**config.mk**
```make
export PLATFORM = sky130hd
export DESIGN_NAME = ram_port_arbiter
export DESIGN_NICKNAME = d
export VERILOG_FILES = /design/src/rtl/ram_port_arbiter.sv
export SDC_FILE = /design/constraint.sdc
export NUM_CORES = 1
export LEC_CHECK = 0
export BUFFER_PORTS_ARGS = -buffer_cell sky130_fd_sc_hd__clkbuf_2
export CORE_MARGIN = 1
export CORE_UTILIZATION = 28
export DETAILED_ROUTE_END_ITERATION = 10
export GPL_TIMING_DRIVEN = 0
export PLACE_DENSITY_LB_ADDON = 0.2
export SYNTH_ARGS = -nofsm -noshare
export SYNTH_HDL_FRONTEND = slang
export SYNTH_SLANG_ARGS = --single-unit
export TNS_END_PERCENT = 50
```
**constraint.sdc**
```tcl
create_clock -name clk -period 1.05 [get_ports clk]
set_input_delay 0.0525 -clock clk [delete_from_list [all_inputs] [get_ports clk]]
set_output_delay 0.0525 -clock clk [all_outputs]
set_load 0.1 [all_outputs]
```
**src/rtl/ram_port_arbiter.sv**
```systemverilog
// ram_port_arbiter: shares one single-port synchronous RAM between requesters A and B
// using round-robin arbitration with a same-cycle grant. Define RAM_ARB_LOCK_EN to honour lock_a/lock_b.
module ram_port_arbiter #(
    parameter int DATA_WIDTH = 8,
    parameter int ADDR_WIDTH = 10
) (
    input  logic                  clk,
    input  logic                  reset_n,
    input  logic                  req_a,
    input  logic                  we_a,
    input  logic                  lock_a,
    input  logic [ADDR_WIDTH-1:0] addr_a,
    input  logic [DATA_WIDTH-1:0] wdata_a,
    output logic                  gnt_a,
    output logic                  rvalid_a,
    output logic [DATA_WIDTH-1:0] rdata_a,
    input  logic                  req_b,
    input  logic                  we_b,
    input  logic                  lock_b,
    input  logic [ADDR_WIDTH-1:0] addr_b,
    input  logic [DATA_WIDTH-1:0] wdata_b,
    output logic                  gnt_b,
    output logic                  rvalid_b,
    output logic [DATA_WIDTH-1:0] rdata_b,
    output logic                  ram_we,
    output logic [ADDR_WIDTH-1:0] ram_addr,
    output logic [DATA_WIDTH-1:0] ram_d,
    input  logic [DATA_WIDTH-1:0] ram_q
);

    typedef enum logic [1:0] {
        ARB    = 2'd0,
        LOCK_A = 2'd1,
        LOCK_B = 2'd2
    } state_t;

    state_t state_r;
    state_t state_next_s;
    logic   prio_b_r;
    logic   prio_b_next_s;
    logic   gnt_a_s;
    logic   gnt_b_s;
    logic   rvalid_a_r;
    logic   rvalid_b_r;

`ifndef RAM_ARB_LOCK_EN
    logic   unused_lock_s;
    assign unused_lock_s = lock_a ^ lock_b;
`endif

    // Grant selection: reset forces no grant, a held lock restricts the grant to its owner
    always_comb begin
        gnt_a_s = 1'b0;
        gnt_b_s = 1'b0;
        if (!reset_n) begin
            gnt_a_s = 1'b0;
            gnt_b_s = 1'b0;
        end else begin
            case (state_r)
                ARB: begin
                    if (req_a && req_b) begin
                        if (prio_b_r) begin
                            gnt_b_s = 1'b1;
                        end else begin
                            gnt_a_s = 1'b1;
                        end
                    end else begin
                        gnt_a_s = req_a;
                        gnt_b_s = req_b;
                    end
                end
                LOCK_A: begin
                    gnt_a_s = req_a;
                end
                LOCK_B: begin
                    gnt_b_s = req_b;
                end
                default: begin
                    gnt_a_s = 1'b0;
                    gnt_b_s = 1'b0;
                end
            endcase
        end
    end

    // Next state and next priority
    always_comb begin
        state_next_s  = state_r;
        prio_b_next_s = prio_b_r;
        if (gnt_a_s) begin
            prio_b_next_s = 1'b1;
        end else if (gnt_b_s) begin
            prio_b_next_s = 1'b0;
        end else begin
            prio_b_next_s = prio_b_r;
        end
`ifdef RAM_ARB_LOCK_EN
        case (state_r)
            ARB: begin
                if (gnt_a_s && lock_a) begin
                    state_next_s = LOCK_A;
                end else if (gnt_b_s && lock_b) begin
                    state_next_s = LOCK_B;
                end else begin
                    state_next_s = ARB;
                end
            end
            LOCK_A: begin
                // A dropping req or lock is the end of its locked burst
                if (!req_a || !lock_a) begin
                    state_next_s = ARB;
                end else begin
                    state_next_s = LOCK_A;
                end
            end
            LOCK_B: begin
                if (!req_b || !lock_b) begin
                    state_next_s = ARB;
                end else begin
                    state_next_s = LOCK_B;
                end
            end
            default: begin
                state_next_s = ARB;
            end
        endcase
`else
        state_next_s = ARB;
`endif
    end

    // State, priority and read-valid registers
    always_ff @(posedge clk or negedge reset_n) begin
        if (!reset_n) begin
            state_r    <= ARB;
            prio_b_r   <= 1'b0;
            rvalid_a_r <= 1'b0;
            rvalid_b_r <= 1'b0;
        end else begin
            state_r    <= state_next_s;
            prio_b_r   <= prio_b_next_s;
            rvalid_a_r <= gnt_a_s & ~we_a;
            rvalid_b_r <= gnt_b_s & ~we_b;
        end
    end

    // RAM port mux driven by the granted requester
    always_comb begin
        ram_we   = 1'b0;
        ram_addr = {ADDR_WIDTH{1'b0}};
        ram_d    = {DATA_WIDTH{1'b0}};
        if (gnt_a_s) begin
            ram_we   = we_a;
            ram_addr = addr_a;
            ram_d    = wdata_a;
        end else if (gnt_b_s) begin
            ram_we   = we_b;
            ram_addr = addr_b;
            ram_d    = wdata_b;
        end else begin
            ram_we   = 1'b0;
            ram_addr = {ADDR_WIDTH{1'b0}};
            ram_d    = {DATA_WIDTH{1'b0}};
        end
    end

    assign gnt_a    = gnt_a_s;
    assign gnt_b    = gnt_b_s;
    assign rvalid_a = rvalid_a_r;
    assign rvalid_b = rvalid_b_r;
    assign rdata_a  = rvalid_a_r ? ram_q : {DATA_WIDTH{1'b0}};
    assign rdata_b  = rvalid_b_r ? ram_q : {DATA_WIDTH{1'b0}};

endmodule
```
==> impl_metrics.csv, run 1 <==
group,metric,value,unit
outcome,status,"stopped before the end",
outcome,lastStage,"clock tree synthesis (4_1_cts)",
outcome,error,"[ERROR DPL-0038] Utilization greater than 100%, impossible to legalize",
logic_synthesis,syn_avg_cell_area,5.85,um2
floorplan,fp-row-count,15,
cts,ctsHoldBuffers,2,
floorplan,die_h,46.8,um
cts,clock_sinks,3,
logic_synthesis,synth_top_area_cell,"nand2_1",
logic_synthesis,syn_area,562,um2
logic_synthesis,yosys_warnings,0,
placed_design,dp_slack,-0.385,ns
floorplan,die_x,46.8,um
floorplan,pin_count,91,
logic_synthesis,yosysSeqAreaShare,0.134,
logic_synthesis,netlist_instances,96,
placed_design,gp_congestion,0.796,
logic_synthesis,yosysTopAreaCellShare,0.267,
placed_design,port_buffers,88,
placed_design,dp_hpwl,2.00,mm
floorplan,initial_core_util,0.312,
logic_synthesis,synth-seq-cells,3,
cts,numCtsBuffers,3,
cts,htreeDepth,1,
logic_synthesis,syn-num-nets,148,
cts,cts-resized-gates,136,
cts,clock_path_buffers,2,
placed_design,placed_cells,209,
logic_synthesis,ys_top_cells_by_area,"nand2_1 (27%), o22ai_1 (21%), and2_1 (18%)",
logic_synthesis,synth.distinct_cells,15,
cts,postCtsSetupBuffers,4,
cts,cts_root_buf,"clkbuf_4",
-- logic make-up after synthesis --
| group | synth area share |
|---|---|
| DFF | 0.134 |
| and+or+nand+nor | 0.477 |
| AOI/OAI and AO/OA | 0.261 |
| buffers and inverters | 0.129 |
-- stage by stage --
step | hold WS [ns] | cell area [um2]
after detailed placement | -0.141 | 1360
after floorplan | -0.243 | 888
after global placement | -0.146 | 1360
-- Yosys cell counts, drive strengths merged --
cell    count
o21ai       1
nor3        2
a31oi       1
clkbuf      1
nor2        2
o22ai      19
buf         8
nand2      40
a21oi       1
inv         2
dfrtp       3
and2       16
==> run 2: changes to the inputs <==
- CORE_AREA: not set -> 2 2 63 65
- CORE_MARGIN: 1 -> not set
- CORE_UTILIZATION: 28 -> not set
- DIE_AREA: not set -> 0 0 65 67
- PLACE_DENSITY_LB_ADDON: 0.2 -> 0.15
==> run 2 against run 1 <==
  * The flow now finishes, with violations (setup timing)
  * Synthesized cell count is the same
  * Area after synthesis unchanged
==> impl_metrics.csv, run 2 <==
group,metric,value,unit
routing,wirelength,3.48,mm
floorplan,pin_count,91,
finish,drive_gt1_frac,0.763,
floorplan,core_area,3610,um2
floorplan,die_x,65,um
logic_synthesis,netlist_instances,96,
outcome,violations,"setup timing",
finish,fill_cells,279,
sta,setup_viol,37,
sta,hold_viol,0,
cts,numCtsBuffers,3,
logic_synthesis,syn-num-nets,148,
finish,finalInstanceArea,2300,um2
global_route,track_usage,0.171,
worst_setup_path,r2r_setup_slack,0.05,ns
placed_design,dp_hpwl,2.32,mm
sta,drv_slew,0,
sta,timing.final.crit_share,1.38,
logic_synthesis,synth-seq-cells,3,
job,cap_violations,0,
cts,clk_latency,0.21,ns
power,total_power,2.17,mW
worst_setup_path,worst_setup_path_end_kind,"output pin",
global_route,grt_max_degree,11,
logic_synthesis,yosys-top-cells-count,"nand2_1 (40), o22ai_1 (19), and2_1 (16)",
worst_setup_path,cp-start-kind,"flop",
outcome,status,"finished, violations left",
floorplan,dieArea,4360,um2
sta,final.setup.worst_slack,-0.396,ns
logic_synthesis,syn_avg_cell_area,5.85,um2
logic_synthesis,synth-edff-count,0,
logic_synthesis,ys.flop_type,"dfrtp_1",
worst_setup_path,path_delay_family,"buffers and inverters",
logic_synthesis,yosysSeqAreaShare,0.134,
worst_setup_path,critPathKind,"flop to output pin",
sta,post-route-min-period,1.45,ns
worst_setup_path,crit_chain,"o21ai_4, buf_6, buf_12, o22ai_4, clkbuf_16",
global_route,grt_pass1_vias,1223,
worst_setup_path,cpPeakStageDelay,0.41,ns
global_route,grt_overflow,0,
routing,vias_per_cell,4.42,
cts,clock_sinks,3,
placed_design,gp_congestion,0.643,
sta,hold_slack,0.0144,ns
worst_setup_path,arrival,1.39,ns
placed_design,place_area,1390,um2
logic_synthesis,async_reset_ff_frac,1.00,
logic_synthesis,ys_top_cells_by_area,"nand2_1 (27%), o22ai_1 (21%), and2_1 (18%)",
logic_synthesis,synth.distinct_cells,15,
worst_setup_path,slowest_stage,"dfrtp_1",
finish,final_cell_mix,"clkbuf_2 (50), nand2_1 (39), clkbuf_16 (38), o22ai_4 (19), and2_4 (16)",
routing,vias,1069,
cts,clock_path_buffers,2,
global_route,antenna_found_initial,0,
cts,cts_tree,"yes",
power,leakagePower,1.01,nW
logic_synthesis,yosysMostFrequentCell,"nand2_1",
global_route,grt_pass1_wl,5.82,mm
cts,cts_root_buf,"clkbuf_8",
logic_synthesis,yosys_warnings,0,
routing,first_pass_iters,3,
finish,final_cells,242,
sta,grt_setup_unrepaired,"true",
finish,syn_to_final_growth,310,%
sta,finClkSkew,0.000285,ns
worst_setup_path,crit_buf_inv,3,
power,p_per_area,943,nW/um2
cts,clkTransAtPathRegs,0.03,ns
finish,seq_area,77.6,um2
placed_design,port_buffers,88,
floorplan,fp-row-count,22,
sta,max_slew_margin,0.812,
routing,wl_per_cell,14.4,um
worst_setup_path,critPathRequiredTime,1.00,ns
worst_setup_path,crit_fanout,5,
finish,diodes,0,
logic_synthesis,yosysTopAreaCellShare,0.267,
finish,nets,247,
floorplan,initial_core_util,0.156,
sta,fmax,691,MHz
routing,ant_nets,0,
routing,drc,0,
finish,multi_input_area,743,um2
sta,worstMarginPinSlew,0.284,ns
floorplan,die_h,67,um
min_path,hp-class,"input pin to flop",
finish,final_common_cell,"clkbuf_2",
finish,final_util,0.639,
placed_design,placed_cells,232,
logic_synthesis,synth_top_area_cell,"nand2_1",
cts,htreeDepth,1,
routing,drt_iter0_markers,19,
power,ir_worst_vdd,0.443,mV
logic_synthesis,syn_area,562,um2
-- run 2: routing by layer --
layer / global-route usage / wire [um] / up-vias
met5: 0 / 0 / -
met4: 0.0479 / 45 / 0
met2: 0.332 / 1850 / 63
met3: 0.0473 / 332 / 5
met1: 0.179 / 1250 / 480
li1: - / - / 521
-- run 2: worst register-to-register path: cells and delay by family (launching register included) --
family / cells / cell delay [ns]
AO/OA/AOI/OAI: 1 / 0.21
flip-flops: 1 / 0.41
buffers and inverters: 1 / 0.20
AND/OR/NAND/NOR: 1 / 0.05
-- run 2: layout make-up --
cell class / count / share of cell area
Timing Repair Buffer: 94 / 0.548
Sequential cell: 3 / 0.0337
Clock buffer: 4 / 0.0196
Tap cell: 48 / 0.0261
Buffer: 9 / 0.0467
Inverter: 2 / 0.00326
Multi-Input combinational cell: 82 / 0.323
-- run 2: cells by family (layout without fill, tap and decap cells) --
family,after synthesis,after routing,share of synthesized area
AND/OR/NAND/NOR,60,60,0.477
flip-flops,3,3,0.134
AO/OA/AOI/OAI,22,22,0.261
buffers and inverters,11,109,0.129
-- run 2: what timing repair did --
action,CTS,global route
setup endpoints to repair,40,40
cloned,1,1
hold buffers,1,0
pin swaps,19,1
endpoints found under the hold margin,3,0
buffers inserted,4,0
gates resized for setup,137,4
-- run 2: per-stage QoR --
step	worst slack (ns)	TNS, ns
2_1_floorplan	-0.308	-10.09
3_3_place_gp	-0.386	-7.71
3_5_place_dp	-0.400	-7.90
4_1_cts	-0.417	-8.61
5_1_grt	-0.448	-9.76
6_report	-0.396	-8.17
-- run 2: path summary, 6_finish.rpt --
kind,from,to,depth (start not counted)
worst max-delay path,prio_b_r,ram_d[4],5
worst min-delay path,we_a,rvalid_a,2
worst max register to register,prio_b_r,rvalid_b,3
worst min register to register,prio_b_r,prio_b_r,2
max in group asynchronous,reset_n,rvalid_b,2
min in group asynchronous,reset_n,prio_b_r,2
-- run 2: report_power, final --
| part | internal, mW | switching (mW) | total [mW] | leakage [nW] |
|---|---|---|---|---|
| combinational | 0.689 | 1.00 | 1.69 | 0.954 |
| clock | 0.259 | 0.0753 | 0.334 | 0.0228 |
| sequential | 0.128 | 0.0185 | 0.147 | 0.0352 |
Power figures use the tool's default switching activity.
==> run 3: changes to the inputs <==
==> constraint.sdc (replaced) <==
create_clock -name clk -period 1.05 [get_ports clk]
set_input_delay 0.105 -clock clk [delete_from_list [all_inputs] [get_ports clk]]
set_output_delay 0.105 -clock clk [all_outputs]
set_load 0.1 [all_outputs]
==> run 3 against run 2 <==
  * The run still ends with setup timing left
  * Core utilization up 1.4 points
  * Sequential cell count unchanged
  * Count of clock-buffer cells in the layout unchanged
  * Critical endpoint is now ram_addr[1]
  * Largest power group unchanged
==> impl_metrics.csv, run 3 (synthesis gave the netlist of run 2 again) <==
group,metric,value,unit
worst_setup_path,cp-start-kind,"flop",
cts,htreeDepth,1,
finish,final_util,0.652,
global_route,grt_overflow,0,
power,ir_worst_vdd,0.407,mV
finish,diodes,0,
routing,vias_per_cell,4.41,
finish,drive_gt1_frac,0.770,
sta,max_slew_margin,0.842,
global_route,top_usage_layer,"met2",
floorplan,initial_core_util,0.156,
floorplan,dieArea,4360,um2
sta,post-route-min-period,1.49,ns
floorplan,die_x,65,um
outcome,status,"finished, violations left",
sta,grt_setup_unrepaired,"true",
global_route,grt_pass1_wl,5.69,mm
sta,timing.final.crit_share,1.42,
floorplan,fp-row-count,22,
worst_setup_path,reg2reg_from,"prio_b_r",
routing,wl_per_cell,15.0,um
power,power_switching,1.11,mW
routing,ant_nets,0,
global_route,grt_use_met1,0.163,
worst_setup_path,worst_setup_path_end_kind,"output pin",
sta,hold_slack,0.0686,ns
cts,cts_root_buf,"clkbuf_8",
floorplan,die_h,67,um
sta,final.setup.worst_slack,-0.439,ns
outcome,violations,"setup timing",
floorplan,pin_count,91,
power,swShare,0.500,
placed_design,gp_congestion,0.689,
worst_setup_path,critPathKind,"flop to output pin",
worst_setup_path,critPathRequiredTime,0.94,ns
power,seq_power_share,0.067,
power,total_power,2.22,mW
global_route,grt_pass1_vias,1181,
floorplan,core_area,3610,um2
placed_design,dp_hpwl,2.27,mm
global_route,use_met3,0.0355,
global_route,grt_max_degree,11,
finish,final_cell_mix,"clkbuf_2 (50), nand2_1 (39), clkbuf_16 (38), o22ai_4 (19), and2_4 (16)",
cts,clock_sinks,3,
worst_setup_path,crit_start,"prio_b_r",
global_route,grtUsageMet2,0.363,
sta,drv_slew,0,
sta,hold_viol,0,
cts,numCtsBuffers,3,
global_route,antenna_found_initial,0,
routing,vias,1075,
power,p_per_area,945,nW/um2
worst_setup_path,arrival,1.38,ns
global_route,track_usage,0.174,
finish,syn_to_final_growth,319,%
routing,drc,0,
sta,setup_viol,39,
power,pwr-share-clk,0.150,
finish,final_common_cell,"clkbuf_2",
routing,first_pass_iters,2,
power,p_comb_frac,0.782,
worst_setup_path,crit_fanout,5,
routing,drt_iter0_markers,28,
sta,finClkSkew,0.00209,ns
finish,nets,249,
sta,worstMarginPinSlew,0.237,ns
min_path,hp-class,"input pin to flop",
power,leakagePower,1.03,nW
job,cap_violations,0,
cts,clock_path_buffers,2,
cts,cts_tree,"yes",
cts,clk_latency,0.21,ns
routing,wirelength,3.66,mm
cts,clkTransAtPathRegs,0.03,ns
min_path,worstHoldStart,"we_a",
sta,fmax,672,MHz
power,internal_power,1.11,mW
placed_design,port_buffers,88,
[run 3: final cells by class]
cell class	instances	area, um2
multi-input cells	82	742
flip-flops and latches	3	78.8
clock buffers	4	45.0
repair buffers	96	1310
plain buffers	9	108
fillers	291	1250
well taps	48	60.1
inverters	2	7.51
[run 3: through the flow]
| step | setup TNS (ns) | setup slack (ns) | area, um2 | instances |
|---|---|---|---|---|
| after detailed placement | -10.27 | -0.465 | 1390 | 232 |
| final | -10.34 | -0.439 | 2350 | 244 |
| after floorplan | -12.03 | -0.361 | 888 | 96 |
| after global routing | -11.82 | -0.495 | 2350 | 244 |
| after global placement | -9.37 | -0.437 | 1390 | 232 |
| after CTS | -10.82 | -0.473 | 2310 | 242 |
[run 3: final timing paths]
| check | endpoint | slack, ns | cells after the start |
|---|---|---|---|
| worst max-delay path | ram_addr[1] | -0.44 | 5 |
| worst min-delay path | rvalid_a | 0.07 | 2 |
| min in group asynchronous | prio_b_r | 0.25 | 2 |
| worst min register to register | rvalid_a | 0.68 | 3 |
| max in group asynchronous | rvalid_b | 0.63 | 2 |
| worst max register to register | rvalid_b | -0.02 | 4 |
[run 3: layer usage]
layer	routed length, um	share of wire
met1	1250	0.34
met2	2110	0.58
met3	239	0.065
met4	54	0.015
met5	0	0
[run 3: power groups by stage]
| stage | Combinational (mW) | Clock [mW] | Sequential (mW) |
|---|---|---|---|
| floorplan | 1.03 | 0 | 0.167 |
| global placement | 1.24 | 0 | 0.146 |
| detailed placement | 1.26 | 0 | 0.148 |
| CTS | 1.70 | 0.338 | 0.148 |
| global route | 1.80 | 0.354 | 0.152 |
| finish | 1.74 | 0.334 | 0.150 |
[run 3: timing repair]
action                                 4_1_cts  5_1_grt
gates resized for setup                    140        4
setup endpoints to repair                   40       40
endpoints found under the hold margin        3        0
pin swaps                                   19       10
hold buffers                                 1        0
setup buffers                                4        2
gates cloned                                 1        1
[run 3: critical path, stage by stage, from the launching register on]
cell and delay, ns:
dfrtp_2 0.42, o21ai_4 0.18, buf_12 0.14, clkbuf_16 0.15, o22ai_4 0.07, clkbuf_16 0.20
